`config.mk`:
```
export PLATFORM = sky130hd
export DESIGN_NAME = mmu_job_sequencer
export DESIGN_NICKNAME = d
export VERILOG_FILES = /design/src/rtl/mmu_job_sequencer.sv
export SDC_FILE = /design/constraint.sdc
export NUM_CORES = 1
export LEC_CHECK = 0
export CAP_MARGIN = 20
export CORE_AREA = 8 8 462 464
export CTS_CLUSTER_DIAMETER = 50
export DETAILED_ROUTE_END_ITERATION = 12
export DIE_AREA = 0 0 470 472
export GPL_TIMING_DRIVEN = 0
export PLACE_DENSITY = 0.44
export SYNTH_ARGS = -nofsm -noshare
export SYNTH_HDL_FRONTEND = slang
export SYNTH_SLANG_ARGS = --single-unit
```
`constraint.sdc`:
```
create_clock -name clk_i -period 27 [get_ports clk_i]
set_input_delay 5.4 -clock clk_i [delete_from_list [all_inputs] [get_ports clk_i]]
set_output_delay 5.4 -clock clk_i [all_outputs]
set_load 0.02 [all_outputs]
```
`src/rtl/mmu_job_sequencer.sv`:
```
// Tile-job command sequencer for the 4x4 systolic MMU: issues RESET / TRIGGER / FORWARD
// commands from operand-buffer reads, then captures and streams the four result columns.
module mmu_job_sequencer #(
  parameter int ACLEN        = 8,
  parameter int DATA_WIDTH   = 32,
  parameter int KLEN_W       = 16,
  parameter int ADDR_W       = 12,
  parameter int DRAIN_CYCLES = 6
) (
  input  logic                    clk_i,
  input  logic                    rst_i,
  input  logic                    job_valid,
  output logic                    job_ready,
  input  logic [KLEN_W-1:0]       job_k_len,
  input  logic [ADDR_W-1:0]       job_base_addr,
  output logic                    buf_rd_en,
  output logic [ADDR_W-1:0]       buf_rd_addr,
  input  logic [4*DATA_WIDTH-1:0] buf_data_in,
  input  logic [4*DATA_WIDTH-1:0] buf_weight_in,
  output logic                    mmu_cmd_valid,
  output logic [ACLEN:0]          mmu_cmd,
  output logic [4*DATA_WIDTH-1:0] mmu_data_out,
  output logic [4*DATA_WIDTH-1:0] mmu_weight_out,
  input  logic                    mmu_busy,
  input  logic [4*DATA_WIDTH-1:0] rdata_1_in,
  input  logic [4*DATA_WIDTH-1:0] rdata_2_in,
  input  logic [4*DATA_WIDTH-1:0] rdata_3_in,
  input  logic [4*DATA_WIDTH-1:0] rdata_4_in,
  output logic                    res_valid,
  input  logic                    res_ready,
  output logic [4*DATA_WIDTH-1:0] res_data,
  output logic [1:0]              res_col,
  output logic                    done,
  output logic                    busy
);

  localparam int DCNT_W = $clog2(DRAIN_CYCLES + 1);
  localparam logic [DCNT_W-1:0] D_LAST = DCNT_W'(DRAIN_CYCLES - 1);
  localparam logic [DCNT_W-1:0] D_ONE  = DCNT_W'(1);
  localparam logic [KLEN_W-1:0] K_ONE  = KLEN_W'(1);
  localparam logic [ADDR_W-1:0] A_ONE  = ADDR_W'(1);
  localparam logic [ACLEN:0] CMD_RESET    = (ACLEN+1)'(0);
  localparam logic [ACLEN:0] CMD_TRIGGER  = (ACLEN+1)'(1);
  localparam logic [ACLEN:0] CMD_TRIG_LST = (ACLEN+1)'(2);
  localparam logic [ACLEN:0] CMD_FORWARD  = (ACLEN+1)'(8);

  typedef enum logic [2:0] {
    S_IDLE  = 3'd0,
    S_CLR   = 3'd1,
    S_FEED  = 3'd2,
    S_DRAIN = 3'd3,
    S_WAIT  = 3'd4,
    S_OUT   = 3'd5
  } state_t;

  state_t                    r_state;
  state_t                    w_state_nxt;
  logic [KLEN_W-1:0]         r_k_len;
  logic [ADDR_W-1:0]         r_base;
  logic [KLEN_W-1:0]         r_kcnt;
  logic [DCNT_W-1:0]         r_dcnt;
  logic [1:0]                r_ccnt;
  logic [4*DATA_WIDTH-1:0]   r_col [0:3];
  logic                      r_done;
  logic [KLEN_W-1:0]         w_kcnt_inc;
  logic                      w_last_k;
  logic [ADDR_W-1:0]         w_feed_addr;

  assign w_kcnt_inc  = r_kcnt + K_ONE;
  assign w_last_k    = (r_kcnt == (r_k_len - K_ONE));
  // k-step addresses wrap naturally in the ADDR_W-bit sum
  assign w_feed_addr = r_base + r_kcnt[ADDR_W-1:0] + A_ONE;
  assign done        = r_done;

  // State register
  always_ff @(posedge clk_i or posedge rst_i) begin
    if (rst_i) begin
      r_state <= S_IDLE;
    end else begin
      r_state <= w_state_nxt;
    end
  end

  // Job latch, step counters, result capture and completion pulse
  always_ff @(posedge clk_i or posedge rst_i) begin
    if (rst_i) begin
      r_k_len <= '0;
      r_base  <= '0;
      r_kcnt  <= '0;
      r_dcnt  <= '0;
      r_ccnt  <= 2'd0;
      r_done  <= 1'b0;
      for (int i = 0; i < 4; i++) begin
        r_col[i] <= '0;
      end
    end else begin
      r_done <= (r_state == S_OUT) && res_ready && (r_ccnt == 2'd3);
      case (r_state)
        S_IDLE: begin
          if (job_valid) begin
            r_k_len <= job_k_len;
            r_base  <= job_base_addr;
          end
        end
        S_CLR:   r_kcnt <= '0;
        S_FEED: begin
          r_kcnt <= w_kcnt_inc;
          r_dcnt <= '0;
        end
        S_DRAIN: r_dcnt <= r_dcnt + D_ONE;
        S_WAIT: begin
          if (!mmu_busy) begin
            r_col[0] <= rdata_1_in;
            r_col[1] <= rdata_2_in;
            r_col[2] <= rdata_3_in;
            r_col[3] <= rdata_4_in;
            r_ccnt   <= 2'd0;
          end
        end
        S_OUT: begin
          if (res_ready) begin
            r_ccnt <= r_ccnt + 2'd1;
          end
        end
        default: r_kcnt <= r_kcnt;
      endcase
    end
  end

  // Next-state and combinational command / buffer / result outputs
  always_comb begin
    w_state_nxt    = r_state;
    job_ready      = 1'b0;
    busy           = 1'b1;
    buf_rd_en      = 1'b0;
    buf_rd_addr    = '0;
    mmu_cmd_valid  = 1'b0;
    mmu_cmd        = CMD_RESET;
    mmu_data_out   = '0;
    mmu_weight_out = '0;
    res_valid      = 1'b0;
    res_data       = '0;
    res_col        = 2'd0;
    case (r_state)
      S_IDLE: begin
        job_ready = 1'b1;
        busy      = 1'b0;
        if (job_valid) w_state_nxt = S_CLR;
        else           w_state_nxt = S_IDLE;
      end
      S_CLR: begin
        mmu_cmd_valid = 1'b1;
        mmu_cmd       = CMD_RESET;
        if (r_k_len != '0) begin
          buf_rd_en   = 1'b1;
          buf_rd_addr = r_base;
          w_state_nxt = S_FEED;
        end else begin
          w_state_nxt = S_WAIT;
        end
      end
      S_FEED: begin
        mmu_cmd_valid  = 1'b1;
        mmu_cmd        = w_last_k ? CMD_TRIG_LST : CMD_TRIGGER;
        mmu_data_out   = buf_data_in;
        mmu_weight_out = buf_weight_in;
        if (w_kcnt_inc < r_k_len) begin
          buf_rd_en   = 1'b1;
          buf_rd_addr = w_feed_addr;
        end else begin
          buf_rd_en   = 1'b0;
        end
        if (w_last_k) w_state_nxt = S_DRAIN;
        else          w_state_nxt = S_FEED;
      end
      S_DRAIN: begin
        mmu_cmd_valid = 1'b1;
        mmu_cmd       = CMD_FORWARD;
        if (r_dcnt == D_LAST) w_state_nxt = S_WAIT;
        else                  w_state_nxt = S_DRAIN;
      end
      S_WAIT: begin
        if (!mmu_busy) w_state_nxt = S_OUT;
        else           w_state_nxt = S_WAIT;
      end
      S_OUT: begin
        res_valid = 1'b1;
        res_data  = r_col[r_ccnt];
        res_col   = r_ccnt;
        if (res_ready && (r_ccnt == 2'd3)) w_state_nxt = S_IDLE;
        else                               w_state_nxt = S_OUT;
      end
      default: w_state_nxt = S_IDLE;
    endcase
  end

endmodule

```
-- Word-level counts from Yosys, hierarchy flattened
Index checks and enable logic that the tools add are counted.
- add/sub/neg operators: 6
- $lt $le $gt $ge: 2
- equal/unequal tests: 10
- multiplexer cells: 31
- bitwise gates (word level): 2
- reduce and logical (&&, ||, !) cells: 12
- operators with widths (kind ; count):
    $mux W128 ; 5
    $bmux W128 S2 ; 1
    $pmux W16 S2 ; 1
    $mux W12 ; 2
    $pmux W12 S2 ; 1
    $pmux W3 S6 ; 1
    $add A16 B1 Y16 const B ; 1
    $eq A16 B16 Y1 ; 1
    $lt A16 B16 Y1 ; 1
    $reduce_bool A16 Y1 ; 1
    $sub A16 B1 Y16 const B ; 1
    $add A12 B1 Y12 const B ; 1
    $add A12 B12 Y12 ; 1
    $eq A3 B3 Y1 const B ; 3
    $mux W1 ; 9
    $mux W3 ; 3
    $mux W2 ; 4
    $pmux W4 S2 ; 1
    $eq A3 B2 Y1 const B ; 2
    $pmux W3 S2 ; 1
    $reduce_bool A2 Y1 ; 3
    $ne A2 B2 Y1 const B ; 2
    $pmux W2 S2 ; 1
    $reduce_and A2 Y1 ; 2
    other kinds (12) ; 14
- register bits after elaboration: 565
- bits of input ports: 801
- logic and storage cells: 74

-- Depth between registers and ports, before layout
Gate-level depths: netlist of run 1.
- depth after elaboration: 5
- depth in mapped cells: 14
- gate-level depth less buffers: 12

-- Least setup slack after synthesis of run 1
OpenSTA, ideal clock, no wires.
- kind: input-to-output
- start: in buf_data_in[0]
- end: out mmu_data_out[0]
- data arrival time: 5.610 ns
- data required time: 21.600 ns
- path slack: 15.990 ns
- stages: 1
- path buffers: 0
- path through: and2_1
- longest elaborated chain between the ends: 1
- RTL lines (element ; line ; source):
    start: declaration ; 18 ; input logic [4*DATA_WIDTH-1:0] buf_data_in,
    $mux W128 ; 144 ; case (r_state)
    end: declaration ; 22 ; output logic [4*DATA_WIDTH-1:0] mmu_data_out,
Every way passes these cells.

-- Worst setup path in the final report of run 1
- start: in buf_data_in[73]
- end: out mmu_data_out[73]
The elaborated chain is that of the path after synthesis.

==> results of run 1 <==
-- stage by stage --
| stage | instance area (sq um) | TNS [ns] |
|---|---|---|
| floorplan | 28600 | 0 |
| finish | 47900 | 0 |
| CTS | 47800 | 0 |
| global placement | 44100 | -2010.50 |
| global route | 47800 | 0 |
| detailed placement | 44500 | 0 |
-- state kept, by name, summed over array words and instances, names as in the netlist --
signal	count
r_kcnt	16
r_k_len	16
r_dcnt	3
r_base	12
r_ccnt	2
r_state	3
r_col	512
done	1
-- power groups by stage --
stage	sequential [mW]	combinational [mW]	clock [mW]
after floorplan	1.37	1.07	0
after global placement	1.49	2.04	0
after detailed placement	1.49	2.05	0
after CTS	1.48	2.06	1.32
after global routing	1.52	2.18	1.35
final	1.47	2.05	1.29
-- cells in the mapped netlist, types with 7 or more instances --
| master | number |
|---|---|
| buf_2 | 20 |
| and3_1 | 7 |
| nand2b_1 | 9 |
| nor2_1 | 20 |
| nand3_1 | 14 |
| and2_1 | 388 |
| dfrtp_1 | 565 |
| inv_1 | 28 |
| mux4_2 | 128 |
| mux2_2 | 9 |
| xor2_1 | 18 |
| xnor2_1 | 23 |
| nand2_1 | 1586 |
| clkbuf_1 | 186 |
| o21ai_0 | 41 |
| a21oi_1 | 13 |
| a22o_1 | 11 |
| ha_1 | 32 |
-- area by class of cell --
type	instances	share of cell area, %
sequential	565	29.5
multi-input combinational	2402	28.2
timing repair buffer	1226	26.0
tap	2704	7.06
clock buffer	114	5.19
buffer	213	1.80
clock inverter	58	1.74
inverter	28	0.235
antenna	43	0.225
-- worst min path at each step --
stage	to	slack (ns)	depth (start not counted)
after floorplan	r_col[187]	0.44	2
after global placement	r_col[170]	0.45	2
after detailed placement	r_col[26]	0.46	2
after CTS	r_col[209]	0.47	2
after global routing	r_col[76]	0.49	2
final	r_col[230]	0.47	2
-- placed cells by master, fill, tap and decap left out, drive strengths merged, types with 6 or more instances in the layout --
cell type and count:
nor2b 6, a22o 11, inv 39, and2 388
clkbuf 300, nor2 20, buf 46, nand2 1586
or3 6, a21oi 13, nand2b 9, dfrtp 565
clkdlybuf4s50 1207, mux2 9, xnor2 23, nand3 14
conb 6, o31ai 6, bufinv 13, clkinvlp 11
ha 32, diode 43, clkinv 23, and3 7
nor3 6, xor2 18, mux4 128, o21ai 47
-- layer usage --
layer  GRT usage (%)  wire length [microns]  vias up
met2            33.7                 110000     1242
met4            3.48                   4090       76
met1            28.0                 108000    14339
met5               0                    504        -
li1                -                      -    12943
met3            6.92                  20000      265
-- worst max-delay path, cell delays in order --
cell and delay [ns]:
clkdlybuf4s50_1 0.48, and2_1 0.60, clkdlybuf4s50_1 0.84
-- kinds of logic after synthesis --
kind of cell | after synthesis | synth area share [%]
xor+xnor | 41 | 1.26
compound gates | 118 | 2.79
other cells | 1 | 0.0131
simple gates | 2065 | 31.2
mux | 139 | 10.5
buf+inv | 241 | 3.33
flops | 565 | 49.4
fa+ha+maj | 33 | 1.47
==> impl_metrics.json, run 1 <==
{
  "num_rows": 167,
  "drv_cap": 0,
  "fin_crit_ns": 12.74,
  "setup_slack_ns": 14.26,
  "multi_input_comb_area_sq_um": 13500,
  "setup_violations": 0,
  "synthCells": 3203,
  "nets": 5362,
  "synth-edff-count": 0,
  "placed_cells": 7138,
  "async_flop_share_pct": 100,
  "power_mw": 4.81,
  "grt_pass1_vias": 29656,
  "die_y_microns": 472,
  "final_cells": 7353,
  "status": "complete, no violations",
  "area_growth_pct": 67.5,
  "worstHoldPathType": "reg -> reg",
  "yosysSeqAreaShare_pct": 49.4,
  "io_pins": 1214,
  "slew_violations": 0,
  "wl_microns": 243000,
  "r2r.worst_path.cells": 7,
  "hold_violations": 0,
  "worstMarginPinSlew_ns": 1.15,
  "firstDrtPassIters": 7,
  "pre_cts_slack_ns": 14.31,
  "cp.required_ns": 21.60,
  "grt_pass1_wl_microns": 310000,
  "critPathCapture": "mmu_data_out[73]",
  "finalClockSkew_ns": 0.0331,
  "drc": 0,
  "synth_cell_types": 62,
  "ys_warn_count": 0,
  "die_w_microns": 470,
  "num-fill-cells": 22608,
  "slew_headroom_pct": 23.1,
  "cts-hold-fix-buffers": 0,
  "critical_path_class": "in -> out",
  "worstHoldStart": "r_col[230]",
  "post_cts_buffers": 0,
  "vdd_drop_max_mv": 0.0493,
  "period_share_pct": 47.2,
  "reg2reg_to": "r_col[416]",
  "cts-root-buf": "clkbuf_16",
  "wl_per_cell_microns": 33.0,
  "cts_made_buffers": 92,
  "r2r_setup_slack_ns": 23.34,
  "p_per_area_nw_per_um2": 100,
  "pwr-share-seq_pct": 30.7,
  "io_buffers": 1207,
  "p_sw_share_pct": 40.4,
  "clk_latency_ns": 0.74,
  "synth_area_leaders": "dfrtp_1 49%, nand2_1 21%, mux4_2 10%, and2_1 8.5%, clkbuf_1 2.4%",
  "whs_ns": 0.466,
  "synth-seq-cells": 565,
  "p_switching_mw": 1.94,
  "path_clk_slew_ns": 0.06,
  "cts_sinks": 565,
  "setup.worst_path.start_class": "primary input",
  "avgViaCountPerCell": 3.93,
  "fin_util_pct": 23.3,
  "synth_top_cell_by_area": "dfrtp_1",
  "p_leak_nw": 21.3,
  "core_sq_um": 206000,
  "cp-end-kind": "output pin",
  "fmax_mhz": 78.5,
  "synth_top_cell_area_share_pct": 49.4,
  "postCtsResizedCells": 0,
  "cp.arrival_ns": 7.34,
  "clk_path_buf_depth": 3,
  "avgSynthCellArea_sq_um": 8.93,
  "place_congestion": 0.974,
  "cts_tree": "built",
  "ant_nets": 0,
  "combPwrFrac_pct": 42.6,
  "detail_route.iter0.violations": 1876,
  "regArea_sq_um": 14100,
  "die_area_sq_um": 222000,
  "gr-usage-all-layers_pct": 21.0,
  "antenna_found_initial": 134,
  "overflow": 0,
  "syn-cell-area_sq_um": 28600,
  "reg2reg_from": "r_state[0]",
  "cp_max_fo": 1,
  "vias": 28865,
  "p_clk_share_pct": 26.8,
  "start_util_pct": 13.9,
  "ys.flop_type": "dfrtp_1",
  "crit_path_start": "buf_data_in[73]",
  "hpwl_microns": 207000,
  "internal-power_mw": 2.87,
  "drive_gt1_share_pct": 7.84,
  "rsz0062_at_grt": "no",
  "grt_max_degree": 111,
  "h-tree-depth": 3
}
Note: power is estimated with default switching activity, not from simulation.
==> inputs of run 2 (changes only) <==
==> constraint.sdc (replaced) <==
create_clock -name clk_i -period 13.1 [get_ports clk_i]
set_input_delay 2.62 -clock clk_i [delete_from_list [all_inputs] [get_ports clk_i]]
set_output_delay 2.62 -clock clk_i [all_outputs]
set_load 0.02 [all_outputs]
==> impl_metrics.json, run 2 (synthesis results as in run 1) <==
{
  "largest_register_ffs": 512,
  "p_leak_nw": 21.4,
  "cts_sinks": 565,
  "avgViaCountPerCell": 3.94,
  "hpwl_microns": 203000,
  "num_rows": 167,
  "setup.worst_path.start_class": "flip-flop",
  "detail_route.iter0.violations": 1667,
  "grt_pass1_vias": 30508,
  "drv_cap": 0,
  "cp-end-kind": "output pin",
  "largest-register": "r_col",
  "hold_violations": 0,
  "ant_nets": 0,
  "area_growth_pct": 68.4,
  "io_pins": 1214,
  "setup_violations": 0,
  "die_y_microns": 472,
  "cp.arrival_ns": 5.41,
  "start_util_pct": 13.9,
  "tns_ns": 0,
  "worstMarginPinSlew_ns": 1.09,
  "fmax_mhz": 124,
  "largest_registers": "r_col: 512 flops, r_k_len: 16 flops, r_kcnt: 16 flops",
  "gr-usage-all-layers_pct": 20.5,
  "io_buffers": 1207,
  "cts_made_buffers": 94,
  "critical_path_class": "reg -> out",
  "postCtsResizedCells": 0,
  "layout_commonest_cell": "nand2_1",
  "clk_path_buf_depth": 3,
  "die_area_sq_um": 222000,
  "vias": 28980,
  "setup_slack_ns": 5.07,
  "firstDrtPassIters": 5,
  "cts-root-buf": "clkbuf_16",
  "finalClockSkew_ns": 0.0528,
  "clk_latency_ns": 0.75,
  "drc": 0,
  "pre_cts_slack_ns": 5.67,
  "final_cell_mix": "1,586 x nand2_1, 1,207 x clkdlybuf4s50_1, 565 x dfrtp_1, 388 x and2_1, 179 x clkbuf_1",
  "p_per_area_nw_per_um2": 206,
  "cts-hold-fix-buffers": 0,
  "cp.required_ns": 10.48,
  "post_cts_buffers": 0,
  "fin_crit_ns": 8.03,
  "wl_microns": 236000,
  "cp_max_fo": 9,
  "core_sq_um": 206000,
  "worstHoldPathType": "reg -> reg",
  "grt_max_degree": 41,
  "overflow": 0,
  "grt_pass1_wl_microns": 307000,
  "nets": 5376,
  "status": "complete, no violations",
  "rsz0062_at_grt": "no",
  "h-tree-depth": 3,
  "drive_gt1_share_pct": 8.29,
  "antenna_found_initial": 118,
  "wl_per_cell_microns": 32.1,
  "slew_violations": 0,
  "vdd_drop_max_mv": 0.130,
  "die_w_microns": 470,
  "place_congestion": 0.949,
  "period_share_pct": 61.3,
  "slew_headroom_pct": 27.2,
  "path_clk_slew_ns": 0.05,
  "num-fill-cells": 22648,
  "cts_tree": "built"
}
[run 2: where the power goes]
group / internal [mW] / switching (mW)
clock: 1.68 / 1.03
combinational: 1.79 / 2.39
sequential: 2.50 / 0.529
total: 5.97 / 3.95
[run 2: layer usage]
metal	track usage, %	vias to the layer above	part of all wire [%]
met3	6.07	243	7.5
met4	2.84	68	1.4
li1	-	12961	-
met2	33.6	1210	46
met1	27.4	14498	45
met5	0	-	0.18
[run 2: path summary, 6_finish.rpt]
check / start / to / slack, ns / cells past startpoint
min in group asynchronous: rst_i / r_col[163] / 2.32 / 3
setup reg to reg: r_state[2] / r_col[274] / 9.56 / 8
hold / removal: r_col[195] / r_col[195] / 0.47 / 2
setup / recovery: r_kcnt[2] / buf_rd_addr[9] / 5.07 / 13
max in group asynchronous: rst_i / r_col[16] / 9.21 / 8
hold reg to reg: r_col[195] / r_col[195] / 0.47 / 2
[run 2: worst max-delay path, stage by stage, from the launching register on]
cell and delay, ns:
dfrtp_1 0.36, buf_2 0.22, and3_1 0.22, and3_1 0.26, and4_1 0.21, clkbuf_1 0.26, nand4_1 0.19, xnor2_1 0.20
ha_1 0.30, nand4_1 0.18, a2111oi_2 0.95, nor2_1 0.38, a32o_1 0.36, clkdlybuf4s50_1 0.60
[run 2: area by class of cell]
class                   count  area [sq um]  share of cell area (%)
inverters                  28           109                   0.226
clock buffers             114          2570                    5.33
repair buffers           1238         12700                    26.3
plain buffers             213           865                    1.79
multi-input cells        2402         13500                    28.1
diodes                     31          77.6                   0.161
clock inverters            60           856                    1.78
well taps                2704          3380                    7.02
flip-flops and latches    565         14100                    29.3
[run 2: through the flow]
stage	power [mW]	instance area [sq um]	hold WS [ns]	util, %	instances
after CTS	10.1	48100	0.472	23.3	7322
after detailed placement	7.25	44700	0.458	21.7	7148
after floorplan	5.02	28600	0.440	-	3208
after global placement	7.22	44100	0.453	21.4	7119
final	9.92	48200	0.467	23.4	7355
after global routing	10.5	48100	0.486	23.4	7329
